===== src/rtl/instruction_fetch_unit.sv =====
// Instruction fetch front end: owns the PC, issues single-outstanding fetches
// over req/gnt/rvalid, buffers responses in a small FIFO and hands
// {instruction, PC} to decode. Redirects flush the buffer and drop the
// in-flight response.
module instruction_fetch_unit #(
  parameter logic [31:0] RESET_PC   = 32'h0000_0000,
  parameter int          FIFO_DEPTH = 2
) (
  input  logic        clk,
  input  logic        reset,
  output logic        imem_req,
  output logic [31:0] imem_addr,
  input  logic        imem_gnt,
  input  logic        imem_rvalid,
  input  logic [31:0] imem_rdata,
  input  logic        redirect_valid,
  input  logic [31:0] redirect_pc,
  output logic        instr_valid,
  output logic [31:0] instr_out,
  output logic [31:0] instr_pc,
  input  logic        instr_ready
);
  localparam int PW = (FIFO_DEPTH > 1) ? $clog2(FIFO_DEPTH) : 1;
  localparam int CW = PW + 1;
  localparam logic [CW-1:0] DEPTH_C = CW'(FIFO_DEPTH);

  typedef struct packed {
    logic [31:0] instr;
    logic [31:0] pc;
  } fetch_ent_t;

  typedef enum logic [1:0] {IDLE, REQ, WAIT} state_t;

  state_t        r_state, w_state_nxt;
  logic [31:0]   r_pc, w_pc_nxt, r_req_pc;
  logic          r_stale, w_stale_nxt;
  fetch_ent_t    r_mem [FIFO_DEPTH];
  fetch_ent_t    w_head;
  logic [PW-1:0] r_head, r_tail;
  logic [CW-1:0] r_count, w_count_nxt;
  logic          w_gnt, w_push, w_pop, w_space, w_space_after, w_idle_ok;
  logic [31:0]   w_redir_pc;

  assign w_redir_pc    = redirect_pc & ~32'h3;
  assign w_gnt         = (r_state == REQ) && imem_gnt;
  assign w_push        = (r_state == WAIT) && imem_rvalid && !r_stale && !redirect_valid;
  assign w_pop         = instr_valid && instr_ready && !redirect_valid;
  assign w_count_nxt   = redirect_valid ? '0 : (r_count + CW'(w_push) - CW'(w_pop));
  assign w_space       = (r_count + CW'(r_state == WAIT)) < DEPTH_C;
  assign w_space_after = w_count_nxt < DEPTH_C;
  // An abandoned response (from before a reset) must come back before a new
  // request goes out, otherwise it would be mistaken for the new one.
  assign w_idle_ok     = !r_stale || imem_rvalid;

  assign imem_req    = (r_state == REQ);
  assign imem_addr   = r_pc;
  assign instr_valid = (r_count != '0);
  assign w_head      = r_mem[r_head];
  assign instr_out   = instr_valid ? w_head.instr : '0;
  assign instr_pc    = instr_valid ? w_head.pc    : '0;

  // Next-state, next-PC and stale tracking; redirect wins over sequencing.
  always_comb begin
    w_state_nxt = r_state;
    w_pc_nxt    = r_pc;
    w_stale_nxt = r_stale;
    if (r_stale && imem_rvalid) w_stale_nxt = 1'b0;
    case (r_state)
      IDLE: begin
        if (redirect_valid) begin
          w_pc_nxt = w_redir_pc;
          if (w_idle_ok) w_state_nxt = REQ;
        end else if (w_space && w_idle_ok) begin
          w_state_nxt = REQ;
        end
      end
      REQ: begin
        if (redirect_valid) begin
          w_pc_nxt = w_redir_pc;
          if (imem_gnt) begin
            w_stale_nxt = 1'b1;
            w_state_nxt = WAIT;
          end
        end else if (imem_gnt) begin
          w_pc_nxt    = r_pc + 32'd4;
          w_state_nxt = WAIT;
        end
      end
      WAIT: begin
        if (redirect_valid) begin
          w_pc_nxt = w_redir_pc;
          if (imem_rvalid) begin
            w_stale_nxt = 1'b0;
            w_state_nxt = REQ;
          end else begin
            w_stale_nxt = 1'b1;
          end
        end else if (imem_rvalid) begin
          w_stale_nxt = 1'b0;
          w_state_nxt = w_space_after ? REQ : IDLE;
        end
      end
      default: w_state_nxt = IDLE;
    endcase
  end

  // Control state; on reset any still-outstanding response is marked stale.
  always_ff @(posedge clk) begin
    if (reset) begin
      r_state  <= IDLE;
      r_pc     <= RESET_PC;
      r_req_pc <= RESET_PC;
      r_stale  <= ((r_stale || (r_state == WAIT)) && !imem_rvalid) || w_gnt;
    end else begin
      r_state <= w_state_nxt;
      r_pc    <= w_pc_nxt;
      r_stale <= w_stale_nxt;
      if (w_gnt) r_req_pc <= r_pc;
    end
  end

  // FIFO pointers and occupancy; redirect empties the buffer.
  always_ff @(posedge clk) begin
    if (reset || redirect_valid) begin
      r_head  <= '0;
      r_tail  <= '0;
      r_count <= '0;
    end else begin
      if (w_push) r_tail <= r_tail + PW'(1);
      if (w_pop)  r_head <= r_head + PW'(1);
      r_count <= w_count_nxt;
    end
  end

  // FIFO storage, written on accepted responses only.
  always_ff @(posedge clk) begin
    if (!reset && w_push) r_mem[r_tail] <= '{instr: imem_rdata, pc: r_req_pc};
  end

  a_no_overflow: assert property (@(posedge clk) disable iff (reset)
    !(w_push && (r_count == DEPTH_C)));

endmodule


===== config.mk =====
export PLATFORM = sky130hd
export DESIGN_NAME = instruction_fetch_unit
export DESIGN_NICKNAME = d
export VERILOG_FILES = /design/src/rtl/instruction_fetch_unit.sv
export SDC_FILE = /design/constraint.sdc
export NUM_CORES = 1
export LEC_CHECK = 0
export CAP_MARGIN = 20
export CORE_UTILIZATION = 45
export CTS_CLUSTER_DIAMETER = 40
export CTS_CLUSTER_SIZE = 8
export DETAILED_ROUTE_END_ITERATION = 6
export PLACE_DENSITY_LB_ADDON = 0.12
export SLEW_MARGIN = 20
export SYNTH_ARGS = -nofsm -noshare
export SYNTH_HDL_FRONTEND = slang
export SYNTH_SLANG_ARGS = --single-unit

===== constraint.sdc =====
create_clock -name clk -period 6.6 [get_ports clk]
set_input_delay 1.32 -clock clk [delete_from_list [all_inputs] [get_ports clk]]
set_output_delay 1.32 -clock clk [all_outputs]
set_load 0.01 [all_outputs]

* Yosys cells after proc, flatten, opt, wreduce, memory -nomap -nowiden *
Memory sizes are Yosys's and may differ from the RTL's. A register that Yosys moved wholly into a read port is not among the register bits.
Cells that the tools add are included.

cells by class
  equality and inequality tests = 8
  add/sub/neg operators = 6
  reduce and logical (&&, ||, !) cells = 24
  muxes and demuxes = 28
  order comparisons = 2

operators with widths
  cell                   count
  $mux 32                5
  $pmux 32 s2            1
  $add 32x3->32 const B  1
  $mux 2                 8
  $mux 1                 12
  $logic_and 1x1->1      10
  $ne 3x3->1 const B     2
  $pmux 2 s3             1
  $add 2x1->2            2
  $logic_not 1->1        4
  $logic_or 1x1->1       4
  $lt 2x2->1 const B     2
  $ne 2x1->1 const B     2
  $reduce_and 4->1       1
  $reduce_bool 2->1      2
  $ne 3x1->1 const B     1
  $reduce_and 3->1       1
  $add 1x1->1 const B    2
  $eq 2x1->1 const B     1
  $eq 2x2->1 const B     1
  $logic_not 2->1        1
  $ne 2x2->1 const B     1
  $pmux 1 s2             1
  $reduce_or 2->1        1
  $sub 2x1->2            1

word-level totals
  bits in writable memories = 128
  memories = 1
  logic and storage cells = 76
  flip-flop bits (word level) = 71
  input bits = 70
  output and inout port bits = 98

memory list
  name   words  width  read ports  clocked after Yosys merged registers in  wr ports  RTL line  source
  r_mem  2      64     1           1                                        1         37        fetch_ent_t r_mem [FIFO_DEPTH];

* Longest topological paths before layout *
Gate-level depths: netlist of the first run.

  depth after elaboration = 12
  depth in mapped cells = 12
  mapped depth without buffers = 12

* Worst setup path before layout of the first run *
Ideal clock, no wire load.

  kind = input-to-reg
  start = input redirect_valid
  end = memory r_mem[1][10] (netlist name), enable pin
  path buffers = 1
  library setup time = 0.571 ns
  stages on the path = 4
  arrival = 6.322 ns
  slack = -0.293 ns
  cells stage by stage = clkbuf_1 inv_1 nand4_1 nor3b_1

between the ends
  word-level cells in the longest chain between the ends = 5

ends and longest elaborated chain
  element                       RTL line  source
  from (decl)                   16        input logic redirect_valid,
  $logic_not 1->1               46        assign w_push = (r_state == WAIT) && imem_rvalid && !r_stale && !redirect_valid;
  $logic_and 1x1->1             46
  $logic_and 1x1->1             137       if (!reset && w_push) r_mem[r_tail] <= '{instr: imem_rdata, pc: r_req_pc};
  $mux 1                        137
  $mux 1 (not written as such)  137
  to (decl)                     37

No other way between the ends.

* Worst setup path after layout of the first run *
  start = input redirect_valid
  end = register r_state[0]

between the ends
  word-level cells in the longest chain between the ends = 10
  elaborated cells on any way between the ends = 15
  classes of those cells = add/sub (2); order compare (1); eq/ne (2); mux (6); reduce/logical (4)

ends and longest elaborated chain
  element               RTL line  source
  $logic_not 1->1       46, 47
  $logic_and 1x1->1     46
  $add 2x1->2           48        assign w_count_nxt = redirect_valid ? '0 : (r_count + CW'(w_push) - CW'(w_pop));
  $sub 2x1->2           48
  $mux 2                48
  $lt 2x2->1            50        assign w_space_after = w_count_nxt < DEPTH_C;
  $mux 1                100       w_state_nxt = w_space_after ? REQ : IDLE;
  $mux 2                98        end else if (imem_rvalid) begin
  $mux 2                90        if (redirect_valid) begin
  $pmux 2 s3            68        case (r_state)
  to (signal assigned)  115       r_state <= w_state_nxt;
  to (decl)             34        state_t r_state, w_state_nxt;

Several ways; a longest one is shown, not always the timed one. The select of a mux whose other input is x is not followed.
A chain may end at the register's enable or synchronous reset.

==> results, run 1 <==
- The total core area is 17500 µm².
- The pin count of the biggest net entering global routing is 64.
- The clock transition time at the flip-flop clock pins of the worst setup and hold paths is 0.07 ns.
- The number of hold violations in the final report came to 0.
- The start-to-end type of the worst setup path is in -> reg.
- The initial utilization of the core area, before any placement, comes to 46.6%.
- After detailed routing, the average wire length per cell comes to 16.8 µm.
- In this run the register-to-register setup slack is 3.81 ns.
- The overall die area is 18600 µm².
- The static leakage is 3.46 nW.
- In this run the power density over the cells is 294 nW/µm².
- The post-layout total power is 3.11 mW.
- In the routed design, unresolved DRC markers number 0.
- Setup repair after global routing left no endpoint under its margin.
- The gate count of the mapped netlist is 723.
- The critical hold path startpoint is r_req_pc[2].
- The quantity of hold-fixing buffers added after cts is 0.
- For this design, the sink count on the clock tree is 192.
- The logic depth of the worst register-to-register path is 13.
- The H-tree was split into 4 levels.
- The worst path needs 3.66 ns of the cycle, external delays included.
- The required time at the endpoint of the critical path is 6.91 ns.
- After synthesis the netlist holds a flip-flop and latch count of 192.
- The weighted congestion at the end of routability-driven global placement is 0.865.
- The worst hold path terminates at r_mem[1][2].
- From bottom edge to top edge, the die measures 136 µm.
- The floorplan has 48 rows.
- The fraction of layout instances using a drive strength above 1 is 7.03%.
- The flow ran to the end, and the final reports show no timing, DRC or antenna violations.
- The sum of routed wire length over all layers is 18600 µm.
- Of all flip-flops after synthesis, the portion carrying an async set or reset was 0%.
- At the pin with the least slew margin, the transition time is 1.06 ns.
- The worst hold path belongs to the class reg -> reg.
- Global routing used 4.48% of the available met3 tracks.
- During synthesis, Yosys emitted a total of 0 warnings.
- The synthesized design contains 124 enable-type register cells.
- At the worst endpoint, the arrival time is 3.97 ns.
- For this block, the via count after detailed routing is 5934.
- The boundary pin count is 168.
- The final global-route overflow total is 0.
- The initial DRC count is 351.
- The number of gates resized after CTS was 0.
- Counting along the longest clock path gives a buffer depth of 2.
- Of all nets on the critical path, the largest fanout is 18.
- The number of search-and-repair iterations in the first detailed-routing pass is 5.
- The HPWL after detailed placement is 12300 µm.
- Setup violations remaining at the end of the flow were counted as 0.
- The worst slew margin relative to its limit is 29.0%.
- The achievable clock frequency is 0.273 GHz.
- The repair_antennas step left the layout with diodes totalling 0.
- Adding up every negative setup slack in the final design gives 0 ns.
- The x dimension of the die is 136 µm.
- The number of fillers in the final layout is 1415.
- The number of global-route vias before repair is 5768.
- The synthesis-to-layout area growth is 30.3%.
- The count of distinct cell types in the synthesized netlist is 62.
- The met2 usage is 34.1%.
- STA classifies the critical path startpoint as an input port.
- Post-CTS timing repair inserted 0 buffers for setup.
- The number of buffers added by the clock tree synthesis step is 17.
- Max-cap violations in this run came to 0.
- The first-pass GRT wire length is 29500 µm.
- The net count reported at finish is 946.
- The post-detailed-route count of antenna-violating nets is 0.
- The number of buffers inserted by port buffering is 161.
- Across the routed clock network, the largest skew measured is 0.0110 ns.
- In this run the critical register-to-register path is launched from r_count[1].
- The worst setup path is captured at a flop.
- The clock root buffer is clkbuf_16.
- Global routing consumed, over all layers together, 20.8% of the routing resources.
- The met1 layer usage reported by global route is 26.9%.
- The worst hold path depth is 0.
- The number of antenna violations at the first check in global routing is 1.
- The dominant synthesized flop cell is edfxtp_1.
- The number of max-slew violations in the final report is 0.
- Clock latency on the worst-skew pair, taken at its later pin, is 0.43 ns.
- The synthesized cell area is 8140 µm².
- The share of the clock period used by the worst path is 55.4%.
- The worst register-to-register path ends at r_state[0].
- The most heavily used metal layer in global routing is met2.
- After synthesis, flip-flops and latches occupy 62.5% of the total area.
- TritonCTS built the clock tree.
- In the routed layout, each cell is associated on average with a via count of 5.36.
- IR analysis of the VDD net gives a maximum drop of 0.189 mV.
- The average instance area after synthesis is 11.3 µm².
- Once layout is complete, the utilization of the core stands at 60.7%.
## cells by family after synthesis
group	synth area share, %
buf+inv	2.97
xor+xnor	0.430
simple gates	14.8
fa+ha+maj	1.08
other cells	0.0461
flops	62.5
mux	8.01
compound gates	10.2
## per-stage QoR
step / instance area (µm²) / instances / setup WS [ns] / hold WS [ns]
floorplan: 8160 / 726 / 0.0259 / 0.425
global placement: 9950 / 1074 / 2.56 / 0.434
detailed placement: 9950 / 1074 / 2.53 / 0.441
CTS: 10600 / 1106 / 2.76 / 0.458
global route: 10600 / 1107 / 2.73 / 0.465
finish: 10600 / 1107 / 2.94 / 0.456
## placed cells by master, fill, tap and decap left out, types with 3 or more instances in the layout
cell,n
a211oi_1,6
a21o_1,4
a21oi_1,59
a31oi_1,8
a32oi_1,5
and2_1,4
and4_1,3
buf_4,10
clkbuf_16,18
clkdlybuf4s50_1,160
clkinv_4,4
conb_1,4
dfxtp_1,67
edfxtp_1,124
ha_1,7
inv_1,12
mux2i_1,64
nand2_1,89
nand2b_1,4
nand3_1,12
nand4_1,11
nor2_1,92
nor2b_1,3
nor3_1,13
nor4_1,6
o211ai_1,4
o21a_1,3
o21ai_0,18
o31ai_1,3
or4_1,4
xor2_1,3
## flip-flops by register name, indices dropped and copies added, names as in the netlist, named ones only
register	flops
imem_addr	30
r_count	2
r_head	1
r_mem	124
r_req_pc	30
r_stale	1
r_state	2
r_tail	1
## how the worst max path moves through the flow
stage | endpoint | slack (ns) | start | cells past startpoint
floorplan | r_mem[0][10] | 0.03 | redirect_valid | 4
global placement | r_state[0] | 2.56 | redirect_valid | 11
detailed placement | r_state[0] | 2.53 | redirect_valid | 11
CTS | instr_pc[11] | 2.76 | flop | 3
global route | r_state[0] | 2.73 | redirect_valid | 11
finish | r_state[0] | 2.94 | redirect_valid | 11
## worst max-delay path, stage by stage
cell and delay, ns:
clkdlybuf4s50_1 0.73, inv_1 0.24, nand4_1 0.29, ha_1 0.39, inv_1 0.04, ha_1 0.17
xor2_1 0.17, xnor2_1 0.15, o21a_1 0.19, o221ai_1 0.17, o41ai_1 0.10
## routing by layer
metal	vias up	wire length, µm
li1	2916	-
met1	2813	8430
met2	183	8810
met3	20	1090
met4	2	289
met5	-	11
## power by group
group          internal, mW  switching, mW  leakage (nW)  total [mW]
clock network         0.610          0.450         0.308        1.06
logic                 0.260          0.331          1.47       0.591
registers              1.35          0.109          1.67        1.46
total                  2.22          0.890          3.46        3.11
## cells in the mapped netlist, drive strengths merged, types with 2 or more instances
master	n	area share, %
ha	7	1.1
nor2	93	4.3
nor4	8	0.88
buf	9	0.61
nor3b	3	0.28
o211ai	4	0.37
a32oi	5	0.54
edfxtp	124	46
a21o	5	0.48
nand4	11	0.85
o32ai	2	0.22
xor2	3	0.32
nand2	91	4.2
a31oi	8	0.61
o22ai	2	0.15
nor3	15	0.92
or4	4	0.37
a211oi	6	0.55
a21oi	59	3.6
and2	4	0.31
o21a	3	0.28
a22oi	2	0.18
o31ai	3	0.28
nand3	14	1.2
nand2b	4	0.31
clkbuf	39	1.8
o21ai	18	1.1
dfxtp	68	17
o31a	3	0.34
and3	2	0.15
or3	2	0.15
inv	12	0.55
and4	3	0.32
a31o	2	0.22
nor2b	3	0.23
mux2i	64	7.9
## area by class of cell
class | count | area (µm²) | share of cell area (%)
flip-flops and latches | 192 | 5090 | 48.0
multi-input cells | 474 | 2860 | 26.9
repair buffers | 172 | 1710 | 16.1
clock buffers | 20 | 478 | 4.51
well taps | 225 | 282 | 2.65
clock inverters | 12 | 145 | 1.37
inverters | 12 | 45.0 | 0.425
Note: power is estimated with default switching activity, not from simulation.
==> run 2: changes to the inputs <==
Clock period 6.6 ns to 3.5 ns, I/O delays scaled along.
==> results, run 2 (synthesized netlist as in run 1, its figures left out) <==
- The flow ran to the end, and the final reports show no timing, DRC or antenna violations.
- The maximum VDD drop is 0.475 mV (+150%).
- The worst slew margin relative to its limit came to 34.4% (+5.4 points).
- The path type of the worst min-delay path is reg -> reg.
- The floorplan row count is 48 (unchanged).
- The worst-case clock buffer depth is 2 (unchanged).
- The final global-route overflow total is 0 (unchanged).
- The x dimension of the die came to 136 µm (unchanged).
- The proportion of power drawn by flip-flops and latches was 48.0% (+1.0 points).
- The worst setup slack after layout was 0.534 ns (-2.41 ns).
- The register-to-register setup slack is 0.94 ns (-2.87 ns).
- The clock sink total was 192 (unchanged).
- The insertion delay to the later sink of the worst-skew pair is 0.43 ns (about the same).
- The worst clock skew was 0.00744 ns (-0.00359 ns).
- The max-cap violation count was 0 (unchanged).
- The clock transition time at the flip-flop clock pins of the worst setup and hold paths is 0.07 ns (about the same).
- The initial DRC count is 392 (+12%).
- The total negative slack is 0 ns (unchanged).
- The most critical setup path has its endpoint at instr_pc[6].
- The final number of setup-violating endpoints came to 0 (unchanged).
- The post-cts gate resize count is 0 (unchanged).
- The post-detailed-route count of antenna-violating nets is 0 (unchanged).
- The smallest clock period supported by the final layout is computed as 2.97 ns.
- The setup slack at placement came to 0.404 ns (-2.13 ns).
- The relative contribution of the clock network to total power came to 31.8% (-2.2 points).
- The design internal power is 4.02 mW (+81%).
- The worst setup path is launched from a flop.
- The library cells used most frequently in the layout, excluding fill and tap cells, are 160 x clkdlybuf4s50_1, 124 x edfxtp_1, 92 x nor2_1.
- The fraction of power spent switching nets is 30.0% (+1.4 points).
- The number of search-and-repair iterations in the first detailed-routing pass is 5 (unchanged).
- The weighted congestion at the end of routability-driven global placement is 0.836 (-3.4%).
- TritonCTS built the clock tree.
- The proportion of power drawn by combinational gates is 20.2% (+1.2 points).
- The maximum fanout count along the critical path was 39 (+21).
- After layout, the worst path uses 84.7% of the clock period.
- The number of buffers inserted by post-CTS setup repair came to 0 (unchanged).
- The net count reported at finish is 953 (+0.74%).
- The number of buffers added by the clock tree synthesis step is 17 (unchanged).
- The required time at the endpoint of the critical path was 2.80 ns (-4.11 ns).
- The overall die area is 18600 µm² (unchanged).
- The first-pass GRT wire length is 30000 µm (+1.7%).
- The achievable clock frequency is 0.337 GHz.
- The overall global routing resource usage was 21.2% (+0.40 points).
- The number of hold violations in the final report was 0 (unchanged).
- The static leakage is 3.46 nW (about the same).
- The start-to-end type of the worst setup path is reg -> out.
- The flip-flop count of the largest register, all copies and words added is 124 (unchanged).
- The starting density of the core is 46.6% (unchanged).
- The vias per cell is 5.47 (+2.0%).
- The wire length per cell is 17.1 µm (+1.5%).
- The final HPWL from detailed placement is 12800 µm (+4.5%).
- The number of H-tree levels is 4 (unchanged).
- The net switching power of the design is 1.72 mW (+94%).
- The via count of the routed design was 6093 (+2.7%).
- The sum of routed wire length over all layers is 19000 µm (+2.1%).
- The logic depth of the worst register-to-register path is 7 (-6).
- The detailed-route DRC error count is 0 (unchanged).
- The total core area was 17500 µm² (unchanged).
- The synthesis-to-layout area growth came to 30.4% (about the same).
- Setup repair after global routing left no endpoint under its margin.
- The die height was 136 µm (unchanged).
- The number of antenna violations at the first check in global routing was 0 (-1).
- The number of max-slew violations in the final report is 0 (unchanged).
- The number of buffers inserted by port buffering is 161 (unchanged).
- The destination of the worst register-to-register timing path is imem_addr[28].
- The launching point of the worst reg2reg path is r_state[1].
- The clock root buffer is clkbuf_16.
- The pin count of the biggest net entering global routing is 63 (-1.6%).
- r_mem holds more flip-flops than any other register.
- The signal arrival time at the worst endpoint came to 2.27 ns (-1.70 ns).
- The most common library cell in the layout ignoring fill and taps is clkdlybuf4s50_1.
- The boundary pin count is 168 (unchanged).
- The fraction of layout instances using a drive strength above 1 is 7.87% (+0.84 points).
- The post-layout total power was 5.74 mW (+84%).
- The number of global-route vias before repair is 5877 (+1.9%).
- The count of inserted antenna diode cells is 0 (unchanged).
- STA classifies the critical path endpoint as a primary output.
- The transition time at the pin with the least slew margin came to 0.984 ns (-0.0715 ns).
- The power density relative to cell area was 541 nW/µm² (+84%).
- The quantity of hold-fixing buffers added after cts is 0 (unchanged).
==> run 2: changes by cell type in the layout (fill, tap and decap cells not counted), moves of 2 or more <==
cell       change
buf_4          +5
buf_12         +3
clkinv_4       -3
inv_6          +3
bufinv_16      -2
clkinv_2       +2
==> run 2: power by group through the flow <==
stage,sequential [mW],combinational (mW),clock (mW)
final,2.76,1.16,1.83
after global routing,2.78,1.27,1.96
after CTS,2.75,1.15,1.85
after detailed placement,2.80,1.14,0
after global placement,2.79,1.10,0
after floorplan,2.77,0.633,0
==> run 2: worst min path at each step <==
stage          depth (start not counted)  slack [ns]    startpoint      endpoint
2_1_floorplan                          0        0.43  r_req_pc[10]  r_mem[0][10]
3_3_place_gp                           0        0.43  r_req_pc[31]  r_mem[0][31]
3_5_place_dp                           0        0.44  r_req_pc[28]  r_mem[0][28]
4_1_cts                                0        0.45  r_req_pc[31]  r_mem[0][31]
5_1_grt                                0        0.47  r_req_pc[28]  r_mem[0][28]
6_report                               0        0.45  r_req_pc[31]  r_mem[0][31]
==> run 2: cell type report <==
cell class | count | area, µm²
Clock buffer | 18 | 439
Clock inverter | 14 | 116
Fill cell | 1404 | 6860
Inverter | 12 | 45.0
Multi-Input combinational cell | 474 | 2860
Sequential cell | 192 | 5090
Tap cell | 225 | 282
Timing Repair Buffer | 179 | 1780
==> run 2: critical path: stages (launching register included) <==
cell and delay [ns]:
dfxtp_4 0.63, buf_12 0.32, mux2i_1 0.13, nor2_1 0.13, clkdlybuf4s50_1 0.55
==> run 2: metal layers <==
metal,vias to the layer above,track usage [%],wire length [µm]
met5,-,0,0
met4,0,7.10,255
met3,20,5.22,1230
met2,228,34.4,9180
met1,2926,27.6,8370
li1,2919,-,-
==> run 2: stage by stage <==
step	instance area, µm²	cells	util [%]	hold slack, ns
after floorplan	8170	726	-	0.425
after global placement	10100	1082	57.5	0.432
after detailed placement	10100	1082	57.5	0.438
after CTS	10600	1114	60.7	0.455
after global routing	10600	1114	60.7	0.466
final	10600	1114	60.7	0.452
==> run 3: changes to the inputs <==
Clock period 3.5 ns to 3.1 ns, I/O delays scaled along.
==> results, run 3 (synthesized netlist as in run 1, its figures left out) <==
- The overall global routing resource usage is 21.1% (-0.047 points).
- The number of antenna violations at the first check in global routing is 0 (unchanged).
- The fraction of layout instances using a drive strength above 1 came to 8.35% (+0.48 points).
- The floorplan row count is 48 (unchanged).
- The transition time at the pin with the least slew margin came to 0.665 ns (-0.320 ns).
- The synthesis-to-layout area growth is 31.4%.
- The post-layout total power was 6.52 mW (+14%).
- The launching point of the worst reg2reg path is r_state[0].
- The final global-route overflow total was 0 (unchanged).
- The clock transition time at the flip-flop clock pins of the worst setup and hold paths is 0.06 ns (about the same).
- The flip-flop count of the largest register, all copies and words added is 124 (unchanged).
- The critical path endpoint category is a primary output.
- The worst hold path depth was 0 (unchanged).
- Setup repair after global routing left no endpoint under its margin.
- The relative contribution of the clock network to total power came to 31.8% (about the same).
- After layout, the worst path uses 88.4% of the clock period.
- The pin count of the biggest net entering global routing is 56 (-11%).
- The final number of setup-violating endpoints is 0 (unchanged).
- The quantity of hold-fixing buffers added after cts came to 0 (unchanged).
- The x dimension of the die is 136 µm (unchanged).
- The path type of the worst min-delay path is reg -> reg.
- The post-cts gate resize count came to 0 (unchanged).
- The design internal power is 4.63 mW (+15%).
- The logic depth of the worst register-to-register path is 11 (+4).
- The post-detailed-route count of antenna-violating nets is 0 (unchanged).
- The overall die area is 18600 µm² (unchanged).
- The count of inserted antenna diode cells is 0 (unchanged).
- The number of buffers inserted by post-CTS setup repair came to 0 (unchanged).
- The required time at the endpoint of the critical path is 2.48 ns (-0.32 ns).
- The first-pass GRT wire length is 30100 µm (+0.12%).
- The start-to-end type of the worst setup path is reg -> out.
- The setup slack at placement is 0.238 ns (-0.166 ns).
- The total core area is 17500 µm² (unchanged).
- The via count of the routed design is 6099 (+0.098%).
- TritonCTS built the clock tree.
- The insertion delay to the later sink of the worst-skew pair is 0.43 ns (about the same).
- The weighted congestion at the end of routability-driven global placement is 0.901 (+7.8%).
- The maximum fanout count along the critical path is 19 (-51%).
- The starting density of the core was 46.6% (unchanged).
- In this run the most critical hold path is launched from r_req_pc[11].
- The detailed-route DRC error count is 0 (unchanged).
- The net count reported at finish was 962 (+0.94%).
- The final design utilization is 61.2% (+0.49 points).
- The net switching power of the design was 1.89 mW (+9.6%).
- The number of max-slew violations in the final report is 0 (unchanged).
- The worst-case hold slack is 0.457 ns (+0.00480 ns).
- The number of buffers added by the clock tree synthesis step is 17 (unchanged).
- The final HPWL from detailed placement is 13300 µm (+3.7%).
- The number of fillers in the final layout is 1402 (-0.14%).
- The startpoint kind of the worst setup timing path is a flop.
- The worst-case clock buffer depth is 2 (unchanged).
- The total negative slack is 0 ns (unchanged).
- The most common library cell in the layout ignoring fill and taps is clkdlybuf4s50_1.
- The register-to-register setup slack is 0.72 ns (-0.22 ns).
- The number of H-tree levels is 4 (unchanged).
- The initial DRC count is 399 (+1.8%).
- The power density relative to cell area is 610 nW/µm² (+13%).
- The worst slew margin relative to its limit was 55.7% (+21 points).
- The number of hold violations in the final report is 0 (unchanged).
- The boundary pin count is 168 (unchanged).
- The signal arrival time at the worst endpoint came to 2.12 ns (-0.15 ns).
- The die height is 136 µm (unchanged).
- The worst setup slack after layout is 0.359 ns (-0.175 ns).
- Clock tree synthesis selected as its root buffer the cell clkbuf_16.
- Timing would allow up to 0.365 GHz.
- The run finished with clean final reports.
- The fraction of power spent switching nets is 29.0% (-1.0 points).
- The number of buffers inserted by port buffering came to 161 (unchanged).
- The number of global-route vias before repair was 5899 (+0.37%).
- The worst clock skew was 0.00665 ns (-0.000793 ns).
- The maximum VDD drop is 0.429 mV (-9.9%).
- The shortest clock period the worst path allows after layout is 2.74 ns.
- The proportion of power drawn by combinational gates is 20.7% (+0.5 points).
- The clock sink total is 192 (unchanged).
- The vias per cell is 5.43 (-0.70%).
- The static leakage is 3.49 nW (+0.95%).
- The top cell types in the final layout, fill and taps aside, are 160 x clkdlybuf4s50_1, 124 x edfxtp_1, 92 x nor2_1.
- The worst register-to-register path ends at r_state[0].
- The proportion of power drawn by flip-flops and latches was 47.6% (-0.4 points).
- The number of search-and-repair iterations in the first detailed-routing pass came to 5 (unchanged).
- Counting flops per register, the top entry is r_mem.
- The sum of routed wire length over all layers is 19300 µm (+1.3%).
- The worst hold path terminates at r_mem[0][11].
- The max-cap violation count came to 0 (unchanged).
- The wire length per cell is 17.2 µm (+0.50%).
[run 3: changes by cell type in the layout (fill, tap and decap cells not counted), moves of 2 or more]
cell	previous run	this run
inv_6	5	2
buf_4	15	23
clkinvlp_4	1	4
clkbuf_1	0	4
clkinv_2	2	0
inv_8	3	1
[run 3: cell type report]
class	count	area [µm²]	area share, %
well taps	225	282	2.63
clock buffers	22	454	4.25
clock inverters	10	106	0.994
inverters	12	47.5	0.444
repair buffers	188	1860	17.4
flip-flops and latches	192	5090	47.6
multi-input cells	474	2860	26.7
[run 3: worst max-delay path: stages (launching register included)]
cell and delay, ns:
dfxtp_4 0.58, buf_4 0.31, mux2i_1 0.24, nor2_1 0.06, clkdlybuf4s50_1 0.50
[run 3: per-layer routing]
| layer | vias up | GRT usage [%] | part of all wire (%) |
|---|---|---|---|
| met2 | 206 | 34.5 | 48 |
| li1 | 2948 | - | - |
| met5 | - | 0 | 0 |
| met1 | 2924 | 27.8 | 44 |
| met3 | 21 | 4.07 | 6.2 |
| met4 | 0 | 7.96 | 1.6 |
[run 3: stage by stage]
step / instance area [µm²] / instances
floorplan: 8200 / 726
global placement: 10100 / 1091
detailed placement: 10100 / 1091
CTS: 10700 / 1123
global route: 10700 / 1123
finish: 10700 / 1123
[run 3: how the worst max path moves through the flow]
stage | cells after the start | from | slack [ns] | endpoint
floorplan | 4 | redirect_valid | -0.1 | r_mem[1][10]
global placement | 11 | redirect_valid | 0.32 | r_state[0]
detailed placement | 8 | redirect_valid | 0.24 | imem_addr[19]
CTS | 4 | flop | 0.32 | instr_pc[23]
global route | 4 | flop | 0.24 | instr_pc[18]
finish | 4 | flop | 0.36 | instr_pc[23]
[run 3: power groups by stage]
stage | sequential [mW] | combinational [mW] | clock (mW)
floorplan | 3.13 | 0.718 | 0
global placement | 3.14 | 1.29 | 0
detailed placement | 3.15 | 1.34 | 0
CTS | 3.10 | 1.34 | 2.10
global route | 3.12 | 1.48 | 2.20
finish | 3.10 | 1.35 | 2.07
